$ cat config.mk
export PLATFORM = sky130hd
export DESIGN_NAME = lc_bank_card_flat
export DESIGN_NICKNAME = d
export VERILOG_FILES = /design/src/rtl/lc_pkg.sv /design/src/rtl/lc_bank_card_if.sv /design/src/rtl/lc_switch_fsm.sv /design/src/rtl/lc_bank_card.sv /design/src/flat_wrapper.sv
export SDC_FILE = /design/constraint.sdc
export NUM_CORES = 1
export LEC_CHECK = 0
export CAP_MARGIN = 5
export CORE_UTILIZATION = 33
export DETAILED_ROUTE_END_ITERATION = 10
export GPL_ROUTABILITY_DRIVEN = 0
export PLACE_DENSITY = 0.78
export SLEW_MARGIN = 20
export SYNTH_ARGS = -nofsm -noshare
export SYNTH_HDL_FRONTEND = slang
export SYNTH_HIERARCHICAL = 1
export SYNTH_SLANG_ARGS = --single-unit
$ cat constraint.sdc
create_clock -name mclk28 -period 1.58 [get_ports mclk28]
set_input_delay 0.158 -clock mclk28 [delete_from_list [all_inputs] [get_ports mclk28]]
set_output_delay 0.158 -clock mclk28 [all_outputs]
set_load 0.01 [all_outputs]
$ cat src/rtl/lc_pkg.sv
// Shared constants and types for the bank-switched language card.
package lc_pkg;
  localparam logic [7:0] SW_BASE = 8'hC0;
  localparam logic [1:0] REG_TOP = 2'b11;
  localparam logic [3:0] REG_D   = 4'hD;
  localparam int         BANK_W  = 3;
  localparam int         OFF_W   = 14;

  typedef enum logic {
    ST_IDLE  = 1'b0,
    ST_ARMED = 1'b1
  } wen_state_t;
endpackage

$ cat src/rtl/lc_bank_card_if.sv
// CPU-side access bus and card response signals.
interface lc_bank_card_if
  import lc_pkg::*;
#(
  parameter int AW = 18
);
  logic              strobe;
  logic [15:0]       addr;
  logic              we;
  logic [AW-1:0]     ram_addr;
  logic              card_ram_rd;
  logic              card_ram_we;
  logic              bank1;
  logic              bsr_readram;
  logic [BANK_W-1:0] bank_sel;

  modport master (
    output strobe, addr, we,
    input  ram_addr, card_ram_rd, card_ram_we, bank1, bsr_readram, bank_sel
  );

  modport slave (
    input  strobe, addr, we,
    output ram_addr, card_ram_rd, card_ram_we, bank1, bsr_readram, bank_sel
  );
endinterface

$ cat src/rtl/lc_switch_fsm.sv
// Mode soft-switch decode: Dxxx bank select, read enable and the double-read write-enable state machine.
module lc_switch_fsm
  import lc_pkg::*;
#(
  parameter bit LC_ONLY = 1'b0
) (
  input  logic       mclk28,
  input  logic       reset_in_n,
  input  logic       i_ev,
  input  logic [3:0] i_addr,
  input  logic       i_we,
  output logic       o_bank1,
  output logic       o_read_en,
  output logic       o_write_en
);

  wen_state_t r_state;

  // addr[2] selects the bank register on slotted cards; plain LC has only mode switches
  always_ff @(posedge mclk28 or negedge reset_in_n) begin
    if (!reset_in_n) begin
      r_state    <= ST_IDLE;
      o_bank1    <= 1'b0;
      o_read_en  <= 1'b0;
      o_write_en <= 1'b1;
    end else if (i_ev && (LC_ONLY || !i_addr[2])) begin
      o_bank1   <= i_addr[3];
      o_read_en <= ~(i_addr[0] ^ i_addr[1]);
      if (!i_addr[0]) begin
        o_write_en <= 1'b0;
        r_state    <= ST_IDLE;
      end else if (i_we) begin
        r_state <= ST_IDLE;
      end else begin
        case (r_state)
          ST_IDLE:  r_state    <= ST_ARMED;
          ST_ARMED: o_write_en <= 1'b1;
          default:  r_state    <= ST_IDLE;
        endcase
      end
    end
  end

endmodule

$ cat src/rtl/lc_bank_card.sv
// Bank-switched RAM card: soft-switch decode, bank register and $D000-$FFFF to RAM mapping.
module lc_bank_card
  import lc_pkg::*;
#(
  parameter int SLOT  = 1,
  parameter int BANKS = 8,
  parameter int BASE  = 'h10000,
  parameter int AW    = 18
) (
  input logic           mclk28,
  input logic           reset_in_n,
  lc_bank_card_if.slave bus
);

  localparam logic [2:0]        SLOT_L    = 3'(SLOT);
  localparam bit                LC_ONLY   = (SLOT == 0);
  localparam logic [BANK_W-1:0] BANK_MASK = BANK_W'(BANKS - 1);
  localparam logic [AW-1:0]     BASE_A    = AW'(BASE);

  logic              r_strobe_d;
  logic              r_live;
  logic              w_ev;
  logic              w_hit;
  logic              w_bank1;
  logic              w_read_en;
  logic              w_write_en;
  logic              w_def;
  logic              w_dxxx;
  logic              w_rd;
  logic              w_wr;
  logic [BANK_W-1:0] w_bank_sel;
  logic [OFF_W-1:0]  w_off;
  logic [AW-1:0]     w_map;

  // r_live stays low until strobe is seen low, so a strobe held across reset release is not an event
  always_ff @(posedge mclk28 or negedge reset_in_n) begin
    if (!reset_in_n) begin
      r_strobe_d <= 1'b0;
      r_live     <= 1'b0;
    end else begin
      r_strobe_d <= bus.strobe;
      if (!bus.strobe) r_live <= 1'b1;
    end
  end

  assign w_ev  = bus.strobe & ~r_strobe_d & r_live;
  assign w_hit = w_ev & (bus.addr[15:4] == {SW_BASE, 1'b1, SLOT_L});

  generate
    if (LC_ONLY) begin : g_lc
      assign w_bank_sel = '0;
    end else begin : g_bank
      logic [BANK_W-1:0] r_bank_sel;
      always_ff @(posedge mclk28 or negedge reset_in_n) begin
        if (!reset_in_n) r_bank_sel <= '0;
        else if (w_hit && bus.addr[2])
          r_bank_sel <= {bus.addr[3], bus.addr[1], bus.addr[0]} & BANK_MASK;
      end
      assign w_bank_sel = r_bank_sel;
    end
  endgenerate

  lc_switch_fsm #(
    .LC_ONLY (LC_ONLY)
  ) u_fsm (
    .mclk28     (mclk28),
    .reset_in_n (reset_in_n),
    .i_ev       (w_hit),
    .i_addr     (bus.addr[3:0]),
    .i_we       (bus.we),
    .o_bank1    (w_bank1),
    .o_read_en  (w_read_en),
    .o_write_en (w_write_en)
  );

  assign w_def  = (bus.addr[15:14] == REG_TOP) && (bus.addr[13:12] != 2'b00);
  assign w_dxxx = (bus.addr[15:12] == REG_D);
  // Dxxx bank 1 folds onto the unused $C000 hole of the 16K window
  assign w_off  = {bus.addr[13], bus.addr[12] & ~(w_bank1 & w_dxxx), bus.addr[11:0]};
  assign w_rd   = w_def & ~bus.we & w_read_en;
  assign w_wr   = w_def & bus.we & w_write_en;

  always_comb begin
    w_map = BASE_A + AW'({w_bank_sel, {OFF_W{1'b0}}}) + AW'(w_off);
    if (LC_ONLY) w_map = AW'({bus.addr[15:14], w_off});
  end

  assign bus.ram_addr    = (w_rd | w_wr) ? w_map : AW'(bus.addr);
  assign bus.card_ram_rd = w_rd;
  assign bus.card_ram_we = w_wr;
  assign bus.bank1       = w_bank1;
  assign bus.bsr_readram = w_read_en;
  assign bus.bank_sel    = w_bank_sel;

endmodule

$ cat src/flat_wrapper.sv
// flat-port wrapper written by rule: the top's interface ports become plain ports
module lc_bank_card_flat import lc_pkg::*;
#(
  parameter int SLOT  = 1,
  parameter int BANKS = 8,
  parameter int BASE  = 'h10000,
  parameter int AW    = 18
)
  (mclk28, reset_in_n, bus_strobe, bus_addr, bus_we, bus_ram_addr, bus_card_ram_rd, bus_card_ram_we, bus_bank1, bus_bsr_readram, bus_bank_sel);
  lc_bank_card_if #(.AW(AW)) bus_i ();
  input logic mclk28;
  input logic reset_in_n;
  input wire logic [$bits(bus_i.strobe)-1:0] bus_strobe;
  input wire logic [$bits(bus_i.addr)-1:0] bus_addr;
  input wire logic [$bits(bus_i.we)-1:0] bus_we;
  output wire logic [$bits(bus_i.ram_addr)-1:0] bus_ram_addr;
  output wire logic [$bits(bus_i.card_ram_rd)-1:0] bus_card_ram_rd;
  output wire logic [$bits(bus_i.card_ram_we)-1:0] bus_card_ram_we;
  output wire logic [$bits(bus_i.bank1)-1:0] bus_bank1;
  output wire logic [$bits(bus_i.bsr_readram)-1:0] bus_bsr_readram;
  output wire logic [$bits(bus_i.bank_sel)-1:0] bus_bank_sel;
  assign bus_i.strobe = bus_strobe;
  assign bus_i.addr = bus_addr;
  assign bus_i.we = bus_we;
  assign bus_ram_addr = bus_i.ram_addr;
  assign bus_card_ram_rd = bus_i.card_ram_rd;
  assign bus_card_ram_we = bus_i.card_ram_we;
  assign bus_bank1 = bus_i.bank1;
  assign bus_bsr_readram = bus_i.bsr_readram;
  assign bus_bank_sel = bus_i.bank_sel;
  lc_bank_card #(.SLOT(SLOT), .BANKS(BANKS), .BASE(BASE), .AW(AW)) u_core (.mclk28(mclk28), .reset_in_n(reset_in_n), .bus(bus_i));
endmodule
# After elaboration in Yosys (flattened, before gate mapping)
# Index checks and enable logic that the tools add are counted.
word_totals:
  register_bits: 9
  input_bits: 20
  out_inout_bits: 25
  elab_cells: 41
op_classes:
  add_sub_neg: 2
  eq_ne: 5
  n_mux: 6
  n_bitwise: 15
  reduce_logical: 6
ops:
  columns: ["op", "n"]
  rows:
  - ["$add 17x17->18 const A", 1]
  - ["$add 18x14->18", 1]
  - ["$mux 18", 1]
  - ["$eq 12x12->1 const B", 1]
  - ["$and 1x1->1", 9]
  - ["$mux 1", 5]
  - ["$eq 4x4->1 const B", 1]
  - ["$not 1->1", 4]
  - ["$logic_and 1x1->1", 3]
  - ["$reduce_and 3->1", 1]
  - ["$eq 2x2->1 const B", 1]
  - ["$ne 2x1->1 const B", 1]
  - ["$ne 2x2->1 const B", 1]
  - ["$reduce_bool 2->1", 1]
  - ["$logic_not 1->1", 1]
  - ["$or 1x1->1", 1]
  - ["$xor 1x1->1", 1]

# Depth between registers and ports, before layout
depth:
  ltp_word: 6
  mapped_depth: 5
  depth_no_buf: 5

# By module
# The synthesis kept the hierarchy.
by_module_without_submodules:
  columns: ["module", "instances", "cells_each", "area_per_inst_um2", "seq_area_each_um2"]
  rows:
  - ["lc_bank_card", 1, 42, 429.2, 125.1]
  - ["lc_switch_fsm", 1, 13, 188.9, 101.3]

# Worst setup path before layout
# OpenSTA, ideal clock, no wires.
synth_timing:
  kind: "flip-flop to flip-flop"
  from: "register u_core.r_strobe_d"
  to: "register u_core.u_fsm.o_bank1"
  setup_ps: 125
  arrival_time_ps: 1326
  t_required_ps: 1455
  path_slack_ps: 130
  stages_incl_launch_ff: 5
  n_path_buf: 0
  synth_period_minus_slack_ps: 1450
  cell_sequence: "dfrtp_1 and4bb_2 and4_2 nor2b_4 mux2_2"
synth_between:
  elab_chain_len: 5
synth_rtl:
  columns: ["element", "line_no", "rtl"]
  rows:
  - ["from (decl)", "lc_bank_card.sv:20", "logic r_strobe_d;"]
  - ["from (signal assigned)", "lc_bank_card.sv:41", "r_strobe_d <= bus.strobe;"]
  - ["$not 1->1", "lc_bank_card.sv:46", "assign w_ev = bus.strobe & ~r_strobe_d & r_live;"]
  - ["$and 1x1->1 (2 in a row)", "lc_bank_card.sv:46", null]
  - ["$and 1x1->1", "lc_bank_card.sv:47", "assign w_hit = w_ev & (bus.addr[15:4] == {SW_BASE, 1'b1, SLOT_L});"]
  - ["via u_core.w_hit", "lc_bank_card.sv:23", "logic w_hit;"]
  - ["$logic_and 1x1->1", "lc_switch_fsm.sv:26", "end else if (i_ev && (LC_ONLY || !i_addr[2])) begin"]
  - ["to (signal assigned)", "lc_switch_fsm.sv:27", "o_bank1 <= i_addr[3];"]
  - ["to (decl)", "lc_switch_fsm.sv:12", "output logic o_bank1,"]
# The timed path passes the listed nets, and every way through them passes these cells.
# A chain may end at the register's enable or synchronous reset.

# Worst setup path after layout
layout_timing:
  from: "register u_core.u_fsm.o_write_en"
  to: "output bus_ram_addr[15]"
layout_between:
  elab_chain_len: 3
layout_rtl:
  columns: ["element", "line_no", "rtl"]
  rows:
  - ["from (decl)", "lc_switch_fsm.sv:14", "output logic o_write_en"]
  - ["from (signal assigned)", "lc_switch_fsm.sv:25", "o_write_en <= 1'b1;"]
  - ["from (signal assigned)", "lc_switch_fsm.sv:30", "o_write_en <= 1'b0;"]
  - ["from (signal assigned)", "lc_switch_fsm.sv:37", "ST_ARMED: o_write_en <= 1'b1;"]
  - ["$and 1x1->1", "lc_bank_card.sv:81", "assign w_wr = w_def & bus.we & w_write_en;"]
  - ["$or 1x1->1", "lc_bank_card.sv:88", "assign bus.ram_addr = (w_rd | w_wr) ? w_map : AW'(bus.addr);"]
  - ["$mux 18", "lc_bank_card.sv:88", null]
  - ["to (decl)", "flat_wrapper.sv:16", "output wire logic [$bits(bus_i.ram_addr)-1:0] bus_ram_addr;"]
# Every way passes these cells.

==> results_dict.tcl <==
set metrics [dict create \
    status "finished with violations" \
    violations "setup timing" \
    worst_pin_slew_ps 420 \
    htreeDepth 1 \
    fmax_ghz 0.585 \
    num_rows 15 \
    dr_total_vias 574 \
    fin_skew_ps 6.45 \
    setup_tns_ps -259 \
    p_int_uw 428 \
    maxSlewViolCount 0 \
    setup_ws_ps -130 \
    swShare 0.238 \
    drt_iter0_drc 6 \
    final_cells 128 \
    combPwrFrac 0.273 \
    nNetsFinal 124 \
    synth-seq-cells 9 \
    place_ws_ps -403 \
    drive_gt1_frac 0.398 \
    netlist_area_um2 618 \
    setup_viol 2 \
    syn_nets 75 \
    tritoncts "built" \
    p_seq_frac 0.414 \
    start_kind "flip-flop" \
    relSlewSlack 0.719 \
    path_max_fanout 2 \
    worstPathRequired_ps 1420 \
    finalHoldViolations 0 \
    via_per_inst 4.48 \
    grt_pass1_wl_mm 2.33 \
    grt_max_degree 10 \
    die_h_um 45.3 \
    coreArea_mm2 0.00175 \
    p_clk_frac 0.313 \
    drc 0 \
    start_util 0.354 \
    power_density_mw_per_mm2 490 \
    firstDrtPassIters 2 \
    clockRootBuffer "clkbuf_4" \
    ioPinCount 45 \
    antenna_found_initial 0 \
    p_leak_nw 0.519 \
    arrival_ps 1550 \
    p_switching_uw 134 \
    yosys_warnings 6 \
    fin_crit_ps 1710 \
    end_kind "output port" \
    clkTransAtPathRegs_ps 60 \
    synth_area_per_cell_um2 11.2 \
    die_area_mm2 0.00205 \
    synth.distinct_cells 22 \
    ant_nets 0 \
    power_uw 562 \
    synth_cells 55 \
    dp.cells 121 \
    clkSinkCount 9 \
    rsz0062_at_grt "true" \
    maxCapViolations 0 \
    grt_remaining_overflow 0 \
    grtUsageTotal 0.163 \
    postLayoutCoreUtil 0.657 \
    grt_pass1_vias 540 \
    detail_route.wl_per_cell_um 13.0 \
    period_share 1.08 \
    dp_hpwl_mm 1.25 \
    clock_path_buffers 2 \
    crit_type "flip-flop to output port" \
    fill_cells 144 \
    clk_latency_ps 260 \
    diodes 0 \
    hold_buffers 0 \
    die_width_um 45.3 \
    synth_seq_area_share 0.366 \
    ir_drop_v 0.000351 \
    wl_mm 1.67 \
    cts_made_buffers 3 \
    syn_to_final_growth_pct 85.6 \
    holdCritPathClass "primary input to async pin" \
    io_buffers 44 \
]
[worst max-delay path: stages, from the launching register on]
cell and delay (ps):
dfstp_2 540, nand2_2 60, a21oi_2 140, buf_4 140
mux2_4 300, buf_6 120
[per-stage QoR]
stage               area (µm²)  hold slack, ps
floorplan                  618            -138
global placement          1070             444
detailed placement        1070             455
CTS                       1100             201
global route              1150             213
finish                    1150             197
[timing repair]
item	CTS	global route
pin swaps	4	4
buffers inserted	3	1
endpoints found under the setup margin	10	10
gates cloned	0	0
resized for setup	29	11
[routing by layer]
metal / GRT usage / routed length [µm] / vias to the layer above
met5: 0 / 0 / -
li1: - / - / 278
met3: 0.0480 / 173 / 0
met1: 0.196 / 715 / 261
met4: 0.0727 / 0 / 0
met2: 0.267 / 781 / 35
[cell usage after synthesis]
library cell	n	area, µm²
o211ai_1	1	7.51
and4_2	1	10.0
nor2b_4	1	13.8
and4b_1	1	10.0
nand2_1	2	7.51
a2bb2oi_1	1	8.76
mux2_2	5	56.3
nor2_1	3	11.3
nor2b_1	2	12.5
inv_1	2	7.51
and4_4	1	11.3
mux2_4	3	45.0
a31oi_1	1	6.26
and2_1	1	6.26
nand2b_1	2	12.5
buf_4	13	97.6
nor4_2	1	12.5
a21oi_2	1	8.76
and4bb_2	3	37.5
xnor2_1	1	8.76
dfstp_2	1	26.3
dfrtp_1	8	200
[power groups by stage]
stage / sequential, mW / combinational, mW / clock [mW]
final: 0.233 / 0.153 / 0.176
after global routing: 0.233 / 0.165 / 0.202
after detailed placement: 0.237 / 0.150 / 0
after CTS: 0.232 / 0.152 / 0.187
after floorplan: 0.237 / 0.0520 / 0
after global placement: 0.237 / 0.149 / 0
[cell usage in the layout (no fill, tap or decap)]
master	instances
a21oi_2	1
a2bb2oi_1	1
a31oi_1	1
and2_4	1
and4_4	2
and4b_1	1
and4bb_2	3
buf_2	2
buf_4	13
buf_6	3
clkbuf_1	1
clkbuf_4	3
clkdlybuf4s15_1	1
clkdlybuf4s50_1	33
dfrtp_1	8
dfstp_2	1
dlygate4sd2_1	3
dlymetal6s2s_1	2
inv_1	2
mux2_4	8
nand2_1	1
nand2_2	1
nand2b_1	2
nor2_1	2
nor2_2	1
nor2b_1	2
nor2b_4	1
nor4_4	1
o211ai_1	1
xnor2_1	1
[sequential cells by signal, indices dropped and copies added, names as in the netlist]
| signal | cells |
|---|---|
| u_core/u_fsm/o_write_en | 1 |
| u_core/u_fsm/o_bank1 | 1 |
| u_core/r_live | 1 |
| u_core/u_fsm/o_read_en | 1 |
| u_core/r_strobe_d | 1 |
| u_core/u_fsm/r_state | 1 |
| u_core/bus.bank_sel | 3 |
[logic make-up (layout without fill, tap and decap cells)]
family / after synthesis / count (layout) / share of synthesized area
compound gates: 4 / 4 / 0.0506
xor+xnor: 1 / 1 / 0.0142
buf+inv: 15 / 63 / 0.170
flops: 9 / 9 / 0.366
mux: 8 / 8 / 0.164
simple gates: 18 / 18 / 0.235
[path summary, 6_finish.rpt]
path                                         start                 endpoint  slack [ps]  depth (start not counted)
min reg2reg                          u_core/r_live            u_core/r_live         470                          1
max reg2reg                      u_core/r_strobe_d   u_core/u_fsm/o_read_en          20                          4
max                        u_core/u_fsm/o_write_en         bus_ram_addr[15]        -130                          5
max in group asynchronous               reset_in_n  u_core/u_fsm/o_write_en        1050                          1
min in group mclk28                  u_core/r_live            u_core/r_live         470                          1
min                                     reset_in_n   u_core/bus.bank_sel[1]         200                          1
[cell type report]
| class | instances | area [µm²] | share of cell area |
|---|---|---|---|
| Clock buffer | 4 | 26.3 | 0.0229 |
| Inverter | 2 | 7.51 | 0.00654 |
| Multi-Input combinational cell | 31 | 323 | 0.281 |
| Sequential cell | 9 | 226 | 0.197 |
| Tap cell | 25 | 31.3 | 0.0273 |
| Timing Repair Buffer | 57 | 533 | 0.465 |
Note: power is estimated with default switching activity, not from simulation.
